`src/rtl/tmds_rx_decoder_if.sv`:
```
// rtl/tmds_rx_decoder_if.sv - serial TMDS lane in, decoded symbol stream and lock status out
interface tmds_rx_decoder_if;
  logic        sin;
  logic [7:0]  dout;
  logic [1:0]  ctl;
  logic        de;
  logic        valid;
  logic        locked;
  logic [15:0] lock_loss_cnt;

  modport master (input sin, output dout, ctl, de, valid, locked, lock_loss_cnt);
  modport slave  (output sin, input dout, ctl, de, valid, locked, lock_loss_cnt);
endinterface

```
`src/rtl/tmds_rx_decoder.sv`:
```
// rtl/tmds_rx_decoder.sv - TMDS lane aligner/decoder; optional lock-loss counter under TMDS_RX_LOCK_STATS_EN
module tmds_rx_decoder #(
  parameter int LOCK_COUNT   = 4,
  parameter int MAX_DATA_RUN = 4096
) (
  input  logic              clk,
  input  logic              reset_n,
  tmds_rx_decoder_if.master rx
);
  localparam int MATCH_W = $clog2(LOCK_COUNT + 1);
  localparam int RUN_W   = $clog2(MAX_DATA_RUN + 1);
  localparam logic [MATCH_W-1:0] LOCK_LAST = MATCH_W'(LOCK_COUNT - 1);
  localparam logic [RUN_W-1:0]   RUN_LAST  = RUN_W'(MAX_DATA_RUN - 1);

  typedef enum logic [1:0] {HUNT, VERIFY, LOCKED} state_t;

  state_t             state;
  logic [9:0]         q;
  logic [3:0]         phase;
  logic [MATCH_W-1:0] match_cnt;
  logic [RUN_W-1:0]   run_cnt;
  logic [7:0]         dout_r;
  logic [1:0]         ctl_r;
  logic               de_r;
  logic               valid_r;
  logic               locked_r;

  logic       boundary;
  logic       is_token;
  logic [1:0] tok_ctl;
  logic [7:0] d;
  logic [7:0] x;
  logic [7:0] data_byte;
  logic       drop;

  assign boundary = (phase == 4'd9);

  always_comb begin
    is_token = 1'b1;
    tok_ctl  = 2'b00;
    case (q)
      10'h354: tok_ctl = 2'b00;
      10'h0AB: tok_ctl = 2'b01;
      10'h154: tok_ctl = 2'b10;
      10'h2AB: tok_ctl = 2'b11;
      default: is_token = 1'b0;
    endcase
  end

  // x[i] = d[i]^d[i-1]; q[8] selects XOR vs XNOR chaining
  assign d         = q[9] ? ~q[7:0] : q[7:0];
  assign x         = d ^ {d[6:0], 1'b0};
  assign data_byte = {q[8] ? x[7:1] : ~x[7:1], d[0]};

  // Data symbol that would complete an over-long run: suppressed and lock abandoned
  assign drop = (state == LOCKED) && boundary && !is_token && (run_cnt == RUN_LAST);

  always_ff @(posedge clk) begin
    if (!reset_n) begin
      state     <= HUNT;
      q         <= '0;
      phase     <= '0;
      match_cnt <= '0;
      run_cnt   <= '0;
      dout_r    <= '0;
      ctl_r     <= '0;
      de_r      <= 1'b0;
      valid_r   <= 1'b0;
      locked_r  <= 1'b0;
    end else begin
      q       <= {rx.sin, q[9:1]};
      phase   <= boundary ? 4'd0 : phase + 4'd1;
      valid_r <= 1'b0;
      case (state)
        HUNT: begin
          if (is_token) begin
            // restart phase so the next boundary lands exactly one symbol later
            phase   <= 4'd0;
            run_cnt <= '0;
            if (LOCK_COUNT <= 1) begin
              state     <= LOCKED;
              locked_r  <= 1'b1;
              match_cnt <= '0;
            end else begin
              state     <= VERIFY;
              match_cnt <= MATCH_W'(1);
            end
          end
        end
        VERIFY: begin
          if (boundary) begin
            if (!is_token) begin
              state     <= HUNT;
              match_cnt <= '0;
            end else if (match_cnt == LOCK_LAST) begin
              state     <= LOCKED;
              locked_r  <= 1'b1;
              match_cnt <= '0;
              run_cnt   <= '0;
            end else begin
              match_cnt <= match_cnt + MATCH_W'(1);
            end
          end
        end
        LOCKED: begin
          if (boundary) begin
            if (is_token) begin
              ctl_r   <= tok_ctl;
              de_r    <= 1'b0;
              valid_r <= 1'b1;
              run_cnt <= '0;
            end else if (drop) begin
              state    <= HUNT;
              locked_r <= 1'b0;
              run_cnt  <= '0;
            end else begin
              dout_r  <= data_byte;
              de_r    <= 1'b1;
              valid_r <= 1'b1;
              run_cnt <= run_cnt + RUN_W'(1);
            end
          end
        end
        default: begin
          state    <= HUNT;
          locked_r <= 1'b0;
        end
      endcase
    end
  end

`ifdef TMDS_RX_LOCK_STATS_EN
  logic [15:0] loss_cnt;

  always_ff @(posedge clk) begin
    if (!reset_n) begin
      loss_cnt <= '0;
    end else if (drop && (loss_cnt != 16'hFFFF)) begin
      loss_cnt <= loss_cnt + 16'd1;
    end
  end

  assign rx.lock_loss_cnt = loss_cnt;
`else
  assign rx.lock_loss_cnt = 16'h0000;
`endif

  assign rx.dout   = dout_r;
  assign rx.ctl    = ctl_r;
  assign rx.de     = de_r;
  assign rx.valid  = valid_r;
  assign rx.locked = locked_r;
endmodule

```
`src/flat_wrapper.sv`:
```
// flat-port wrapper written by rule: the top's interface ports become plain ports
module tmds_rx_decoder_flat 
#(
  parameter int LOCK_COUNT   = 4,
  parameter int MAX_DATA_RUN = 4096
)
  (clk, reset_n, rx_sin, rx_dout, rx_ctl, rx_de, rx_valid, rx_locked, rx_lock_loss_cnt);
  tmds_rx_decoder_if rx_i ();
  input  logic clk;
  input  logic reset_n;
  input wire logic [$bits(rx_i.sin)-1:0] rx_sin;
  output wire logic [$bits(rx_i.dout)-1:0] rx_dout;
  output wire logic [$bits(rx_i.ctl)-1:0] rx_ctl;
  output wire logic [$bits(rx_i.de)-1:0] rx_de;
  output wire logic [$bits(rx_i.valid)-1:0] rx_valid;
  output wire logic [$bits(rx_i.locked)-1:0] rx_locked;
  output wire logic [$bits(rx_i.lock_loss_cnt)-1:0] rx_lock_loss_cnt;
  assign rx_i.sin = rx_sin;
  assign rx_dout = rx_i.dout;
  assign rx_ctl = rx_i.ctl;
  assign rx_de = rx_i.de;
  assign rx_valid = rx_i.valid;
  assign rx_locked = rx_i.locked;
  assign rx_lock_loss_cnt = rx_i.lock_loss_cnt;
  tmds_rx_decoder #(.LOCK_COUNT(LOCK_COUNT), .MAX_DATA_RUN(MAX_DATA_RUN)) u_core (.clk(clk), .reset_n(reset_n), .rx(rx_i));
endmodule
```
`config.mk`:
```
export PLATFORM = sky130hd
export DESIGN_NAME = tmds_rx_decoder_flat
export DESIGN_NICKNAME = d
export VERILOG_FILES = /design/src/rtl/tmds_rx_decoder_if.sv /design/src/rtl/tmds_rx_decoder.sv /design/src/flat_wrapper.sv
export SDC_FILE = /design/constraint.sdc
export NUM_CORES = 1
export LEC_CHECK = 0
export CORE_ASPECT_RATIO = 0.9
export CORE_MARGIN = 2
export CORE_UTILIZATION = 25
export DETAILED_ROUTE_END_ITERATION = 8
export REMOVE_ABC_BUFFERS = 1
export SYNTH_ARGS = -nofsm -noshare
export SYNTH_HDL_FRONTEND = slang
export SYNTH_SLANG_ARGS = --single-unit
```
`constraint.sdc`:
```
create_clock -name clk -period 2.2 [get_ports clk]
set_input_delay 0.22 -clock clk [delete_from_list [all_inputs] [get_ports clk]]
set_output_delay 0.22 -clock clk [all_outputs]
set_load 0.005 [all_outputs]
```
# Word level (Yosys, flattened, before mapping)
# Index checks and enable logic that the tools add are counted.
op_classes:
  n_addsub: 3
  n_eq_ne: 18
  mux: 39
  n_bitwise: 6
  reduce_logical: 16
op_table:
  columns: ["op", "count"]
  rows:
  - ["$mux W13", 7]
  - ["$pmux W13 S3", 1]
  - ["$eq A10 B10 Y1 const B", 2]
  - ["$mux W2", 7]
  - ["$ne A2 B1 Y1 const B", 7]
  - ["$add A13 B1 Y13 const B", 1]
  - ["$eq A13 B12 Y1 const B", 1]
  - ["$mux W3", 4]
  - ["$mux W4", 3]
  - ["$pmux W2 S3", 2]
  - ["$reduce_and A3 Y1", 4]
  - ["$reduce_and A6 Y1", 2]
  - ["$mux W1", 11]
  - ["$eq A10 B8 Y1 const B", 1]
  - ["$eq A10 B9 Y1 const B", 1]
  - ["$mux W8", 1]
  - ["$not A8 Y8", 1]
  - ["$xor A8 B8 Y8", 1]
  - ["$mux W7", 1]
  - ["$not A7 Y7", 1]
  - ["$reduce_and A7 Y1", 1]
  - ["$pmux W3 S2", 1]
  - ["$add A4 B1 Y4 const B", 1]
  - ["$eq A4 B4 Y1 const B", 1]
  - ["other kinds (15)", 19]
word_totals:
  register_bits: 45
  in_bits: 3

# Logic depth before layout (Yosys ltp)
# Gate-level depths: netlist of the first run.
depth:
  ltp_word: 10
  depth_mapped: 8
  depth_no_buf: 7

# Worst setup path before layout of the first run
# Ideal clock, no wire load.
synth_timing:
  kind: "register -> register"
  startpoint: "reg u_core.q[0]"
  endpoint: "reg u_core.run_cnt[11]"
  setup_time_ps: 136
  t_arrival_ps: 1804
  setup_slack_ps: 260
  path_stages_with_launch: 8
  path_cell_list: "dfxtp_1 ha_1 or4bb_1 nor2_2 buf_6 nor2_2 o2111ai_2 o221ai_1"
synth_via:
  elab_chain_len: 10
synth_lines:
  columns: ["element", "line_no", "text"]
  rows:
  - ["from (decl)", "tmds_rx_decoder.sv:18", "logic [9:0] q;"]
  - ["from (signal assigned)", "tmds_rx_decoder.sv:71", "q <= {rx.sin, q[9:1]};"]
  - ["$eq A10 B10 Y1, or another cell as far along", "tmds_rx_decoder.sv:41", "case (q)"]
  - ["$reduce_or A4 Y1 (no line) (*)", null, null]
  - ["$mux W1 (*)", "tmds_rx_decoder.sv:41", null]
  - ["$logic_not A1 Y1", "tmds_rx_decoder.sv:56", "assign drop = (state == LOCKED) && boundary && !is_token && (run_cnt == RUN_LAST);"]
  - ["$logic_and A1 B1 Y1 (2 in series)", "tmds_rx_decoder.sv:56", null]
  - ["$mux W13", "tmds_rx_decoder.sv:112", "end else if (drop) begin"]
  - ["$mux W13", "tmds_rx_decoder.sv:107", "if (is_token) begin"]
  - ["$mux W13", "tmds_rx_decoder.sv:106", "if (boundary) begin"]
  - ["$pmux W13 S3", "tmds_rx_decoder.sv:74", "case (state)"]
  - ["to (signal assigned)", "tmds_rx_decoder.sv:120", "run_cnt <= run_cnt + RUN_W'(1);"]
  - ["to (decl)", "tmds_rx_decoder.sv:21", "logic [RUN_W-1:0] run_cnt;"]
# Every way passes the cells marked *; elsewhere a longest branch is shown, timed or not. The select of a mux whose other input is x is not followed.
# A chain may end at the register's enable or synchronous reset.

# Final worst setup path of the first run
layout_timing:
  startpoint: "reg u_core.q[0]"
  endpoint: "reg u_core.run_cnt[7]"
# The elaborated chain is that of the path after synthesis.

==> results of run 1 <==
==> worst paths after layout <==
path	startpoint	slack (ps)	to
setup reg to reg	u_core.q[0]	220	u_core.run_cnt[7]
hold / removal	u_core.match_cnt[2]	450	u_core.match_cnt[2]
hold reg to reg	u_core.match_cnt[2]	450	u_core.match_cnt[2]
setup / recovery	u_core.q[0]	220	u_core.run_cnt[7]
==> cell usage in the layout (no fill, tap or decap), types with 6 or more instances in the layout <==
| cell | synthesis | routed |
|---|---|---|
| a21oi_1 | 10 | 10 |
| inv_1 | 11 | 11 |
| and2_1 | 9 | 9 |
| nand4_1 | 6 | 6 |
| conb_1 | 1 | 16 |
| nor2_1 | 21 | 21 |
| nand2_1 | 14 | 14 |
| buf_4 | 17 | 14 |
| dfxtp_1 | 45 | 45 |
| o21ai_0 | 14 | 14 |
| xnor2_1 | 15 | 15 |
| clkdlybuf4s50_1 | 0 | 15 |
| a211oi_1 | 8 | 8 |
==> layer usage <==
| metal | up-vias | global-route usage |
|---|---|---|
| met3 | 11 | 0.0228 |
| li1 | 921 | - |
| met1 | 843 | 0.132 |
| met2 | 58 | 0.151 |
| met5 | - | 0 |
| met4 | 0 | 0.0444 |
==> stage by stage <==
step / cell area, um2 / hold WS, ps / total power [mW] / setup slack (ps) / util
after floorplan: 2160 / 337 / 0.885 / 132 / -
after global placement: 2590 / 437 / 0.907 / 276 / 0.287
after detailed placement: 2590 / 442 / 0.909 / 218 / 0.287
after CTS: 2730 / 454 / 1.65 / 201 / 0.303
after global routing: 2730 / 472 / 1.69 / 45.6 / 0.303
final: 2730 / 449 / 1.64 / 218 / 0.303
==> state kept, by name, summed over array words and instances (netlist names) <==
signal and count:
u_core.match_cnt 3, u_core.phase 4, u_core.q 10, u_core.run_cnt 13, u_core.rx.ctl 2, u_core.rx.de 1
u_core.rx.dout 8, u_core.rx.locked 1, u_core.rx.valid 1, u_core.state 2
==> power by group through the flow <==
| stage | clock network, mW | logic [mW] | registers, mW |
|---|---|---|---|
| detailed placement | 0 | 0.0588 | 0.850 |
| global placement | 0 | 0.0577 | 0.850 |
| CTS | 0.763 | 0.0591 | 0.831 |
| floorplan | 0 | 0.0357 | 0.849 |
| global route | 0.795 | 0.0668 | 0.833 |
| finish | 0.745 | 0.0591 | 0.831 |
==> critical path, delay by kind of cell (launching register included) <==
kind	cells	cell delay (ps)
AOI/OAI and AO/OA	2	560
adders and majority gates	1	160
and+or+nand+nor	3	780
DFF	1	370
==> cell usage after synthesis, drive strengths merged, types with 2 or more instances <==
cell type / number / area [um2]
and2: 9 / 56.3
nand4: 6 / 37.5
nor4: 5 / 67.6
a211oi: 8 / 60.1
and3: 2 / 12.5
o22ai: 2 / 12.5
buf: 21 / 160
o2111ai: 3 / 32.5
o21ai: 14 / 70.1
a21oi: 10 / 50.1
nand3: 5 / 25.0
ha: 4 / 50.1
nor2b: 2 / 12.5
nor3: 4 / 20.0
mux2i: 4 / 40.0
nand4b: 2 / 17.5
clkbuf: 5 / 18.8
o221ai: 4 / 35.0
a31oi: 2 / 12.5
inv: 11 / 41.3
nand2b: 3 / 18.8
a22oi: 3 / 22.5
a21boi: 2 / 15.0
nand2: 14 / 52.6
nor2: 23 / 91.3
o21a: 3 / 22.5
dfxtp: 45 / 901
xnor2: 15 / 131
or2: 4 / 25.0
o221a: 2 / 22.5
or4bb: 2 / 22.5
==> area by class of cell <==
cell class                      count  share of cell area
Multi-Input combinational cell    184               0.445
Sequential cell                    45               0.331
Timing Repair Buffer               30               0.101
Tap cell                          122              0.0560
Clock buffer                        5              0.0253
Clock inverter                      3              0.0253
Inverter                           12              0.0165
==> logic make-up (layout without fill, tap and decap cells) <==
group	Yosys count	count (layout)	share of synthesized area
compound gates	59	59	0.178
xor+xnor	16	16	0.0614
fa+ha+maj	4	4	0.0219
buf+inv	38	50	0.0981
flops	45	45	0.395
mux	5	5	0.0225
other cells	1	16	0.00164
simple gates	84	84	0.221
==> results_dict.tcl, run 1 <==
set metrics [dict create \
    hold_path_depth 1 \
    die_w_um 105 \
    postCtsSetupBuffers 0 \
    r2r_cells 6 \
    syn_inst 252 \
    top_layer "met4" \
    antenna_found_initial 0 \
    switchingPower_uw 333 \
    ys_seq_area_frac 0.395 \
    core_area_um2 9000 \
    die_h_um 94.6 \
    ctsHtreeMaxLevel 2 \
    vias 1833 \
    nFillCells 974 \
    crit_arrival_ps 2160 \
    crit_path_start_kind "flop" \
    grt_max_degree 24 \
    crit_chain "ha_1, or4bb_1, nor2_2, nor2_2, o2111ai_2, o221ai_1" \
    switching_share 0.203 \
    fin_cells 401 \
    final-setup-viol-count 0 \
    cts_buffer_depth 2 \
    antennaDiodeCount 0 \
    place_hpwl_um 3410 \
    p_clk_frac 0.456 \
    start_util 0.254 \
    dieArea_um2 9910 \
    maxSlewViolCount 0 \
    rows 33 \
    clk_pin_slew_worst_paths_ps 90 \
    yosysWarnings 0 \
    min_path_type "reg -> reg" \
    syn2layout_area_growth_pct 19.4 \
    synth_area_um2 2280 \
    tns_ps 0 \
    max_cap_violations 0 \
    multi_input_area_um2 1210 \
    drive_gt1_frac 0.129 \
    clock_latency_ps 300 \
    cts_sinks 45 \
    critPathCaptureType "flop" \
    cts_resized 0 \
    pin_count 32 \
    cts-root-buf "clkbuf_8" \
    vdd_drop_max_mv 0.229 \
    final_nets 285 \
    crit_fanout 8 \
    fin_crit_sh 0.901 \
    grt_pass1_wl_um 7870 \
    met2_length_um 1970 \
    max_freq_mhz 505 \
    ant_nets 0 \
    run_status "finished, final reports clean" \
    power_frac_comb 0.036 \
    period_needed_ps 1980 \
    max-slew-margin-rel 0.559 \
    routabilityCongestion 0.809 \
    p_leak_nw 0.902 \
    cts_tree "done" \
    synth_async_sr_flop_share 0 \
    power_density_nw_per_um2 600 \
    post-route-drc-count 0 \
    dp_cells 393 \
    wl_per_cell_um 11.5 \
    port_buffers 15 \
    synthFlopType "dfxtp_1" \
    grt_pass1_vias 1667 \
    max_stage_delay_ps 490 \
    drt_wl_total_um 4630 \
    skew_ps 5.52 \
    vias_per_cell 4.57 \
    hold_buffers 0 \
    hold_viol 0 \
    power_frac_seq 0.508 \
    synth-edff-count 0 \
    wl_met3_um 256 \
    track_usage 0.0982 \
    ys_seq_elements 45 \
    cts_made_buffers 5 \
    worst_pin_slew_ps 656 \
    globalRouteOverflowTotal 0 \
    avgSynthCellArea_um2 9.06 \
    rsz0062_at_grt "false" \
    ys_types 51 \
    worst-setup-path-type "reg -> reg" \
    critPathMostFrequentCell "nor2_2" \
    internal_power_mw 1.30 \
    drtIter0Drc 76 \
    regArea_um2 901 \
    slowest_stage "or4bb_1" \
    required_ps 2380 \
    routedLengthMet1_um 2290 \
    drtPass1Iterations 5 \
]
No activity file was read; power rests on OpenSTA's default activity.
==> inputs of run 2 (changes only) <==
Settings changed: PLACE_DENSITY set to 0.54.
==> run 2 against run 1 <==
  * Global-route usage decreased by 0.19 points
  * Non-clock buffer count down 2
  * Maximum frequency increased by 1.8%
  * Hold slack got worse by 1.7 ps
  * Worst setup slack improved by 35 ps
  * Routed wire length fell by 1.1%
  * Via count decreased by 1.8%
  * First-iteration DRC count decreased by 25%
  * Critical path depth is the same
  * Total power is 6.6% lower
  * Sequential power is essentially flat
==> results_dict.tcl, run 2 (synthesis gave the netlist of run 1 again) <==
set metrics [dict create \
    run_status "finished, final reports clean" \
    largest_reg_flops 13 \
    critPathMostFrequentCell "nor2_2" \
    crit_chain "ha_1, or4bb_1, nor2_2, nor2_2, o2111ai_2, o221ai_1" \
    post-route-drc-count 0 \
    critPathCaptureType "flop" \
    vdd_drop_max_mv 0.289 \
    reg2reg_from "u_core.q[0]" \
    min_path_type "reg -> reg" \
    cts_tree "done" \
    reg2reg_slack_ps 250 \
    final_cell_mix "dfxtp_1, nor2_1, conb_1" \
    r2r_cells 6 \
    port_buffers 15 \
    drtIter0Drc 57 \
    pin_count 32 \
    regMostFlops "u_core.run_cnt" \
    path_buf_inv 0 \
    syn2layout_area_growth_pct 17.2 \
    hold_buffers 0 \
    wl_per_cell_um 11.5 \
    regArea_um2 901 \
    track_usage 0.0963 \
    slowest_stage "or4bb_1" \
    mostFrequentLayoutCell "dfxtp_1" \
    rows 33 \
    cts_made_buffers 5 \
    grt_pass1_vias 1662 \
    vias 1800 \
    max_stage_delay_ps 480 \
    max-slew-margin-rel 0.657 \
    dieArea_um2 9910 \
    ant_nets 0 \
    globalRouteOverflowTotal 0 \
    die_h_um 94.6 \
    ctsHtreeMaxLevel 2 \
    cts_sinks 45 \
    cts_resized 0 \
    crit_fanout 9 \
    final_nets 283 \
    setup_slack_ps 253 \
    crit_end "u_core.run_cnt[5]" \
    period_needed_ps 1950 \
    postCtsSetupBuffers 0 \
    critPathTopFamily "simple AND/OR/NAND/NOR gates" \
    place_hpwl_um 3470 \
    worst_pin_slew_ps 510 \
    drt_wl_total_um 4580 \
    die_w_um 105 \
    power_density_nw_per_um2 571 \
    multi_input_area_um2 1210 \
    max_cap_violations 0 \
    r2r-end "u_core.run_cnt[5]" \
    maxSlewViolCount 0 \
    grt_max_degree 24 \
    tns_ps 0 \
    vias_per_cell 4.51 \
    required_ps 2380 \
    grt_pass1_wl_um 7780 \
    antennaDiodeCount 0 \
    cts_buffer_depth 2 \
    cts-root-buf "clkbuf_8" \
    rsz0062_at_grt "false" \
    drive_gt1_frac 0.123 \
    routabilityCongestion 0.774 \
    power.total_mw 1.53 \
    final-setup-viol-count 0 \
    nFillCells 976 \
    p_leak_nw 0.875 \
    post-place-ws_ps 249 \
    crit_start "u_core.q[0]" \
    worstSetupPathDepth 6 \
    core_area_um2 9000 \
    crit_arrival_ps 2120 \
    clock_latency_ps 300 \
    hold_viol 0 \
    drtPass1Iterations 4 \
    antenna_found_initial 0 \
    start_util 0.254 \
    skew_ps 13.5 \
    clk_pin_slew_worst_paths_ps 90 \
    crit_path_start_kind "flop" \
    worst-setup-path-type "reg -> reg" \
    max_freq_mhz 513 \
    fin_crit_sh 0.885 \
]
-- run 2: cell types whose count changed in the layout (fill, tap and decap cells not counted), sizes merged --
cell and delta:
inv -1, buf -2, clkinvlp +1, bufinv -1
clkinv +1
-- run 2: power breakdown --
group	switching, mW	leakage [nW]	internal (mW)
clock	0.294	0.0543	0.340
combinational	0.0354	0.457	0.0266
sequential	0.00936	0.364	0.821
total	0.339	0.875	1.19
-- run 2: cell type report --
class | instances | share of cell area
Inverter | 12 | 0.0168
Multi-Input combinational cell | 184 | 0.454
Timing Repair Buffer | 28 | 0.0926
Clock inverter | 3 | 0.0173
Tap cell | 122 | 0.0571
Sequential cell | 45 | 0.337
Clock buffer | 5 | 0.0257
-- run 2: worst min-delay path by stage --
stage | from | end | slack [ps] | cells after the start
after floorplan | reset_n | u_core.match_cnt[1] | 340 | 1
after global placement | u_core.match_cnt[2] | u_core.match_cnt[2] | 440 | 1
after detailed placement | u_core.run_cnt[12] | u_core.run_cnt[12] | 440 | 2
after CTS | u_core.run_cnt[12] | u_core.run_cnt[12] | 450 | 2
after global routing | u_core.match_cnt[2] | u_core.match_cnt[2] | 480 | 1
final | u_core.run_cnt[12] | u_core.run_cnt[12] | 450 | 2
-- run 2: through the flow --
stage	hold slack (ps)	utilization	cell area, um2	cells
6_report	448	0.297	2680	399
5_1_grt	480	0.297	2680	399
4_1_cts	450	0.297	2680	399
3_5_place_dp	438	0.284	2560	391
3_3_place_gp	438	0.284	2560	391
2_1_floorplan	337	-	2160	241
-- run 2: worst reg2reg max path: stages, from the launching register on --
cell,delay (ps)
dfxtp_1,390
ha_1,150
or4bb_1,480
nor2_2,150
nor2_2,100
o2111ai_2,400
o221ai_1,160
-- run 2: per-layer routing --
layer	track usage	vias to the layer above	wire (um)	part of all wire
met5	0	-	0	0
met4	0.0233	0	30	0.0066
met3	0.0255	5	226	0.049
met2	0.155	34	1950	0.43
met1	0.129	844	2370	0.52
li1	-	917	-	-
==> inputs of run 3 (changes only) <==
Settings changed: GPL_TIMING_DRIVEN set to 0.
==> run 3 against run 2 <==
  * Routed wire length grew 2.5%
  * Sequential share of layout area fell by 0.11 points
  * Highest routed layer unchanged
  * Worst setup slack lost 130 ps
  * Global-route usage is 0.40 points higher
  * Register-to-register slack lost 130 ps
  * Critical path type unchanged
  * Via count rose by 0.89%
==> results_dict.tcl, run 3 (synthesis gave the netlist of run 1 again) <==
set metrics [dict create \
    final_cell_mix "dfxtp_1, nor2_1, conb_1" \
    max_cap_violations 0 \
    grt_max_degree 25 \
    routabilityCongestion 0.819 \
    drtIter0Drc 112 \
    fin_crit_sh 0.945 \
    start_util 0.254 \
    final_area_um2 2700 \
    post-route-drc-count 0 \
    crit_fanout 3 \
    rsz0062_at_grt "false" \
    drive_gt1_frac 0.132 \
    cts_buffer_depth 2 \
    dp_cells 378 \
    final_nets 279 \
    cts_tree "done" \
    cts_made_buffers 5 \
    maxSlewViolCount 0 \
    ant_nets 0 \
    r2r-end "u_core.run_cnt[10]" \
    vias 1816 \
    crit_path_start_kind "flop" \
    largest_reg_flops 13 \
    antenna_found_initial 0 \
    regArea_um2 905 \
    syn2layout_area_growth_pct 18.1 \
    dieArea_um2 9910 \
    max-slew-margin-rel 0.655 \
    whs_ps 452 \
    crit_end "u_core.run_cnt[10]" \
    mostFrequentLayoutCell "dfxtp_1" \
    tns_ps 0 \
    rows 33 \
    pin_count 32 \
    worst-setup-path-type "reg -> reg" \
    p_leak_nw 0.865 \
    cts-root-buf "clkbuf_8" \
    vias_per_cell 4.60 \
    globalRouteOverflowTotal 0 \
    ctsHtreeMaxLevel 2 \
    hold_viol 0 \
    drtPass1Iterations 4 \
    reg2reg_from "u_core.q[1]" \
    core_area_um2 9000 \
    grt_pass1_vias 1683 \
    reg2reg_slack_ps 120 \
    die_h_um 94.6 \
    cts_sinks 45 \
    die_w_um 105 \
    clock_latency_ps 310 \
    place_hpwl_um 3130 \
    power_density_nw_per_um2 524 \
    grt_pass1_wl_um 8090 \
    drt_wl_total_um 4690 \
    fin_cells 395 \
    crit_arrival_ps 2300 \
    clk_pin_slew_worst_paths_ps 90 \
    regMostFlops "u_core.run_cnt" \
    period_needed_ps 2080 \
    final-setup-viol-count 0 \
    multi_input_area_um2 1260 \
    antennaDiodeCount 0 \
    nFillCells 989 \
    wl_per_cell_um 11.9 \
    skew_ps 12.5 \
    hold_buffers 0 \
    port_buffers 15 \
    min_path_type "reg -> reg" \
    max_freq_mhz 481 \
    worst_pin_slew_ps 513 \
    required_ps 2420 \
    r2r_cells 10 \
    vdd_drop_max_mv 0.228 \
    critPathCaptureType "flop" \
    track_usage 0.100 \
    crit_start "u_core.q[1]" \
    placedInstanceArea_um2 2460 \
    run_status "finished, final reports clean" \
]
-- run 3: cell count changes in the layout (fill, tap and decap cells not counted), moves of 2 or more --
cell | before | now
nor2_2 | 2 | 0
nor2_4 | 0 | 2
buf_4 | 13 | 6
dfxtp_2 | 0 | 3
dfxtp_1 | 45 | 42
buf_12 | 0 | 2
clkinv_2 | 0 | 2
-- run 3: how the worst min path moves through the flow --
stage / cells after the start / endpoint / from
final: 1 / u_core.match_cnt[2] / u_core.match_cnt[2]
after floorplan: 1 / u_core.match_cnt[1] / reset_n
after global routing: 1 / u_core.match_cnt[2] / u_core.match_cnt[2]
after global placement: 2 / u_core.run_cnt[12] / u_core.run_cnt[12]
after detailed placement: 2 / u_core.run_cnt[12] / u_core.run_cnt[12]
after CTS: 1 / u_core.match_cnt[2] / u_core.match_cnt[2]
-- run 3: final cells by class --
class,count,area share
multi-input cells,184,0.467
flip-flops and latches,45,0.336
clock buffers,5,0.0255
repair buffers,24,0.0896
clock inverters,3,0.00836
inverters,12,0.0172
well taps,122,0.0566
-- run 3: critical path, cell delays in order (launching register included) --
cell,delay [ps]
dfxtp_2,360
inv_1,60
ha_1,180
nand4b_1,150
nor4_4,70
buf_4,170
buf_12,130
nor4_4,320
buf_4,180
a41oi_1,110
a311oi_1,250
-- run 3: metrics by stage --
step / setup WS (ps) / utilization / power, mW
final: 121 / 0.299 / 1.41
after global routing: 9.69 / 0.299 / 1.48
after CTS: 55.4 / 0.297 / 1.43
after detailed placement: -787 / 0.274 / 0.903
after global placement: -812 / 0.274 / 0.903
after floorplan: 132 / - / 0.885
-- run 3: routing by layer --
metal | vias up | track usage | share of wire | wire (um)
met2 | 38 | 0.161 | 0.43 | 2020
met5 | - | 0 | 0 | 0
met3 | 9 | 0.0248 | 0.046 | 214
met4 | 0 | 0.0344 | 0.015 | 71
li1 | 910 | - | - | -
met1 | 859 | 0.133 | 0.51 | 2390
-- run 3: what timing repair did --
item / CTS / global route
setup endpoints to repair: 27 / 9
setup buffers: 9 / 0
pin swaps: 3 / 1
gates resized for setup: 7 / 8
-- run 3: report_power, final --
part / leakage (nW) / internal [mW] / switching, mW
clock: 0.0481 / 0.226 / 0.299
sequential: 0.365 / 0.821 / 0.0136
combinational: 0.452 / 0.0214 / 0.0312
